<file path="src/rtl/regfile_scanner_pkg.sv">
// Shared definitions for the register-file scanner.
// Register indices follow the slice select bit order.
package regfile_scanner_pkg;

   localparam int NREGS = 14;
   localparam int IDX_W = 4;

   localparam logic [IDX_W-1:0] REG_PC  = 4'd0;
   localparam logic [IDX_W-1:0] REG_IR  = 4'd1;
   localparam logic [IDX_W-1:0] REG_WZ  = 4'd2;
   localparam logic [IDX_W-1:0] REG_SP  = 4'd3;
   localparam logic [IDX_W-1:0] REG_IY  = 4'd4;
   localparam logic [IDX_W-1:0] REG_IX  = 4'd5;
   localparam logic [IDX_W-1:0] REG_HL1 = 4'd6;
   localparam logic [IDX_W-1:0] REG_HL0 = 4'd7;
   localparam logic [IDX_W-1:0] REG_DE1 = 4'd8;
   localparam logic [IDX_W-1:0] REG_DE0 = 4'd9;
   localparam logic [IDX_W-1:0] REG_BC1 = 4'd10;
   localparam logic [IDX_W-1:0] REG_BC0 = 4'd11;
   localparam logic [IDX_W-1:0] REG_AF1 = 4'd12;
   localparam logic [IDX_W-1:0] REG_AF0 = 4'd13;

   typedef enum logic [2:0] {
      IDLE,
      REQ,
      DRIVE,
      SAMPLE,
      PRESENT,
      DONE
   } scan_state_t;

   function automatic logic [NREGS-1:0] reg_onehot(
      input logic [IDX_W-1:0] idx
   );
      return {{(NREGS-1){1'b0}}, 1'b1} << idx;
   endfunction

endpackage

</file>
<file path="src/rtl/regfile_scanner.sv">
// Debug reader for the register-file slice array.
// Walks every register select and streams each word out.
module regfile_scanner #(
   parameter int SLICES = 16,
   parameter int NREGS  = 14
) (
   input  logic              eclk,
   input  logic              erst_n,
   input  logic              start,
   input  logic              hold_ack,
   input  logic [SLICES-1:0] reg_dout,
   input  logic              out_ready,
   output logic              hold_req,
   output logic [NREGS-1:0]  sel,
   output logic              r_p,
   output logic              pc_wr,
   output logic              reg_wr,
   output logic              out_valid,
   output logic [SLICES-1:0] out_data,
   output logic [3:0]        out_idx,
   output logic              busy,
   output logic              abort
);
   import regfile_scanner_pkg::*;

   scan_state_t       state;
   scan_state_t       state_d;
   logic [3:0]        idx;
   logic [3:0]        idx_d;
   logic              hold_ack_q;
   logic              owned;
   logic              lost;

   logic              hold_req_d;
   logic [NREGS-1:0]  sel_d;
   logic              r_p_d;
   logic              out_valid_d;
   logic [SLICES-1:0] out_data_d;
   logic [3:0]        out_idx_d;
   logic              busy_d;
   logic              abort_d;

   assign pc_wr  = 1'b0;
   assign reg_wr = 1'b0;

   // Losing the grant while owning (or just granted) kills the scan.
   assign owned = state inside {DRIVE, SAMPLE, PRESENT};
   assign lost  = (owned && !hold_ack) ||
                  (state == REQ && hold_ack_q && !hold_ack);

   always_ff @(posedge eclk) begin
      if (!erst_n) begin
         state      <= IDLE;
         idx        <= '0;
         hold_ack_q <= 1'b0;
         hold_req   <= 1'b0;
         sel        <= '0;
         r_p        <= 1'b0;
         out_valid  <= 1'b0;
         out_data   <= '0;
         out_idx    <= '0;
         busy       <= 1'b0;
         abort      <= 1'b0;
      end else begin
         state      <= state_d;
         idx        <= idx_d;
         hold_ack_q <= hold_ack;
         hold_req   <= hold_req_d;
         sel        <= sel_d;
         r_p        <= r_p_d;
         out_valid  <= out_valid_d;
         out_data   <= out_data_d;
         out_idx    <= out_idx_d;
         busy       <= busy_d;
         abort      <= abort_d;
      end
   end

   always_comb begin
      state_d = state;
      idx_d   = idx;
      if (lost) begin
         state_d = IDLE;
      end else begin
         unique case (state)
            IDLE: begin
               if (start && !abort) begin
                  state_d = REQ;
                  idx_d   = '0;
               end
            end
            REQ: begin
               if (hold_ack) state_d = DRIVE;
            end
            DRIVE:  state_d = SAMPLE;
            SAMPLE: state_d = PRESENT;
            PRESENT: begin
               if (out_ready) begin
                  if (idx == REG_AF0) begin
                     state_d = DONE;
                  end else begin
                     idx_d   = idx + 4'd1;
                     state_d = DRIVE;
                  end
               end
            end
            DONE:    state_d = IDLE;
            default: state_d = IDLE;
         endcase
      end
   end

   // Outputs are registered, so they are decoded from the next state.
   always_comb begin
      hold_req_d  = state_d inside {REQ, DRIVE, SAMPLE, PRESENT};
      sel_d       = '0;
      r_p_d       = state_d inside {DRIVE, SAMPLE, PRESENT};
      out_valid_d = state_d == PRESENT;
      out_data_d  = out_data;
      out_idx_d   = out_idx;
      busy_d      = state_d != IDLE;
      abort_d     = lost;
      if (state_d inside {DRIVE, SAMPLE}) begin
         sel_d = reg_onehot(idx_d);
      end
      if (state == SAMPLE && state_d == PRESENT) begin
         out_data_d = reg_dout;
         out_idx_d  = idx;
      end
   end

endmodule
</file>
<file path="config.mk">
export PLATFORM = sky130hd
export DESIGN_NAME = regfile_scanner
export DESIGN_NICKNAME = d
export VERILOG_FILES = /design/src/rtl/regfile_scanner_pkg.sv /design/src/rtl/regfile_scanner.sv
export SDC_FILE = /design/constraint.sdc
export NUM_CORES = 1
export LEC_CHECK = 0
export ABC_AREA = 0
export CELL_PAD_IN_SITES_DETAIL_PLACEMENT = 1
export CELL_PAD_IN_SITES_GLOBAL_PLACEMENT = 1
export CORE_ASPECT_RATIO = 0.9
export CORE_MARGIN = 2
export CORE_UTILIZATION = 32
export CTS_CLUSTER_DIAMETER = 30
export DETAILED_ROUTE_END_ITERATION = 12
export PLACE_DENSITY_LB_ADDON = 0.1
export SKIP_CTS_REPAIR_TIMING = 1
export SLEW_MARGIN = 0
export SYNTH_ARGS = -nofsm -noshare
export SYNTH_HDL_FRONTEND = slang
export SYNTH_SLANG_ARGS = --single-unit
</file>
<file path="constraint.sdc">
create_clock -name eclk -period 2.85 [get_ports eclk]
set_input_delay 0.4275 -clock eclk [delete_from_list [all_inputs] [get_ports eclk]]
set_output_delay 0.4275 -clock eclk [all_outputs]
set_load 0.005 [all_outputs]
</file>
==> flow_metrics.tcl <==
set metrics [dict create \
    status "finished clean" \
    max_cap_violations 0 \
    grt_setup_unrepaired "false" \
    period_share_pct 77.3 \
    portBuffers 59 \
    antenna_found_initial 0 \
    synth.distinct_cells 41 \
    grt_pass1_wl_um 7430 \
    yosysWarnings 0 \
    synth-edff-count 0 \
    yosysMostFrequentCell "dfxtp_1" \
    finalMaxSlewViolations 0 \
    hold_viol_final 0 \
    combPwrFrac_pct 10.5 \
    setup.worst_path.class "reg -> reg" \
    firstDrtPassIters 4 \
    clock_latency_ns 0.29 \
    synth_top_area_share_pct 51.3 \
    grt_pass1_vias 1526 \
    dp_hpwl_um 3260 \
    ant_nets 0 \
    numCtsBuffers 5 \
    viasPerCell 4.88 \
    synth-seq-area-share_pct 51.3 \
    yosys.area.top_type "dfxtp_1" \
    crit_path_start_kind "register" \
    slew_headroom_pct 55.7 \
    ios 62 \
    n_fill_cell 675 \
    worstPathArrival_ns 2.43 \
    place_area_um2 2440 \
    seq_power_share_pct 49.1 \
    async_reset_ff_share_pct 0 \
    clock_power_share_pct 40.4 \
    synth_top_family_by_area "simple AND/OR/NAND/NOR gates" \
    min_period_ns 2.20 \
    hold_class "reg -> reg" \
    syn_inst 207 \
    nets 284 \
    end_kind "register" \
    power.internal_mw 1.09 \
    diodes 0 \
    start_util_pct 32.8 \
    yosys.area_share.simple_pct 24.6 \
    synth.area.top_cells "dfxtp_1 (51%), nand2_1 (9.2%), a21oi_1 (6.0%)" \
    rows 26 \
    fmax_mhz 454 \
    stdcell_area_um2 2570 \
    clock-sinks 47 \
    routedWlPerCell_um 13.9 \
    clk_pin_slew_ns 0.09 \
    required_ns 3.08 \
    skew_ns 0.00869 \
    synth.avg_cell_area_um2 8.86 \
    vias 1621 \
    overflow 0 \
    drt-total-wl_um 4610 \
    cts_max_path_buffers 2 \
    synthXorXnorAreaFrac_pct 0.956 \
    critPathMaxFanout 7 \
    worst_pin_slew_ns 0.663 \
    synth_compound_area_share_pct 14.7 \
    dieWidth_um 83.8 \
    synthToLayoutAreaGrowth_pct 40.4 \
    htree_levels 2 \
    grt_max_degree 24 \
    synthTopCellsByCount "dfxtp_1 (47), nand2_1 (45), a21oi_1 (22), nor4_1 (14)" \
    drt-initial-drc-count 71 \
    setup_violations 0 \
    switching_share_pct 21.7 \
    power.density_nw_per_um2 543 \
    cts_tree "done" \
    syn_area_um2 1830 \
    fin_setup_tns_ns 0 \
    drive_gt1_share_pct 4.58 \
    gp_congestion 0.814 \
    synth_adder_area_share_pct 1.37 \
    clockRootBuffer "clkbuf_8" \
    fp.dieH_um 75.8 \
    synth_top_flop_cell "dfxtp_1" \
    power.switching_mw 0.303 \
    die_area_um2 6350 \
    p_leak_nw 0.895 \
    yosys_register_bits 47 \
    ir_drop_mv 0.238 \
    grt_use_total_pct 14.6 \
    synth_mux_area_share_pct 1.09 \
    drc 0 \
    core-area_um2 5600 \
]
==> power groups by stage <==
| stage | Clock (mW) | Sequential [mW] | Combinational (mW) |
|---|---|---|---|
| 2_1_floorplan | 0 | 0.693 | 0.0942 |
| 3_3_place_gp | 0 | 0.702 | 0.146 |
| 3_5_place_dp | 0 | 0.702 | 0.146 |
| 4_1_cts | 0.582 | 0.687 | 0.147 |
| 5_1_grt | 0.617 | 0.690 | 0.161 |
| 6_report | 0.564 | 0.686 | 0.147 |
==> state kept, by name (all words and copies together) (netlist names), 3 cells and up <==
signal / flops
out_idx: 4
state: 3
idx: 4
sel: 14
out_data: 16
==> final timing paths <==
kind / endpoint / cells after the start / from / slack, ns
worst max-delay path: hold_req / 6 / idx[0] / 0.65
worst min-delay path: out_data[15] / 2 / out_data[15] / 0.46
worst max register to register: hold_req / 6 / idx[0] / 0.65
worst min register to register: out_data[15] / 2 / out_data[15] / 0.46
==> per-layer routing <==
layer  share of wire [%]  vias to the layer above  wire [um]  GRT usage, %
li1                    -                      823          -             -
met1                  51                      763       2370          20.6
met2                  43                       33       1990          21.8
met3                 4.9                        2        224          4.33
met4                0.50                        0         23          4.30
met5                   0                        -          0             0
==> cell usage in the layout (no fill, tap or decap), types with 2 or more instances in the layout <==
cell              n
nor4_1           14
o21ai_1           2
bufinv_16         2
o21a_1            3
buf_4             2
a21oi_1          22
ha_1              2
o21ai_0           3
inv_1             4
a211o_1           2
xor2_1            2
a211oi_1          3
nand4_1           2
and2_1            8
nand3_1           2
nand2b_1          2
nand2_1          45
clkdlybuf4s50_1  59
mux2i_1           2
conb_1            2
nor2_1            5
nor3_1            3
or3_1             2
dfxtp_1          47
clkbuf_8          5
==> cell type report <==
class	count	area, um2	area share, %
multi-input combinational	142	792	30.8
clock buffer	6	72.6	2.82
timing repair buffer	61	606	23.5
sequential	47	941	36.6
inverter	4	15.0	0.583
tap	70	87.6	3.40
clock inverter	2	60.1	2.33
==> kinds of logic (layout without fill, tap and decap cells) <==
kind of cell             after synthesis  after routing
AND/OR/NAND/NOR                       91             91
flip-flops                            47             47
AO/OA/AOI/OAI                         43             43
buffers and inverters                 19             73
adder cells (fa/ha/maj)                2              2
XOR/XNOR                               2              2
multiplexers                           2              2
other                                  1              2
==> per-stage QoR <==
stage	setup slack, ns	hold WS (ns)	util [%]	power [mW]	cells
final	0.646	0.457	46.0	1.40	332
after global routing	0.486	0.484	46.0	1.47	332
after CTS	0.615	0.458	46.0	1.42	332
after detailed placement	0.353	0.447	43.6	0.849	324
after global placement	0.474	0.441	43.6	0.848	324
after floorplan	0.883	0.453	-	0.787	208
==> worst max-delay path, stage by stage, from the launching register on <==
cell and delay, ns:
dfxtp_1 0.47, ha_1 0.24, nand3_1 0.14, a211o_1 0.34, a211oi_1 0.43, or3b_1 0.44
nand2_1 0.09
No activity file was read; power rests on OpenSTA's default activity.
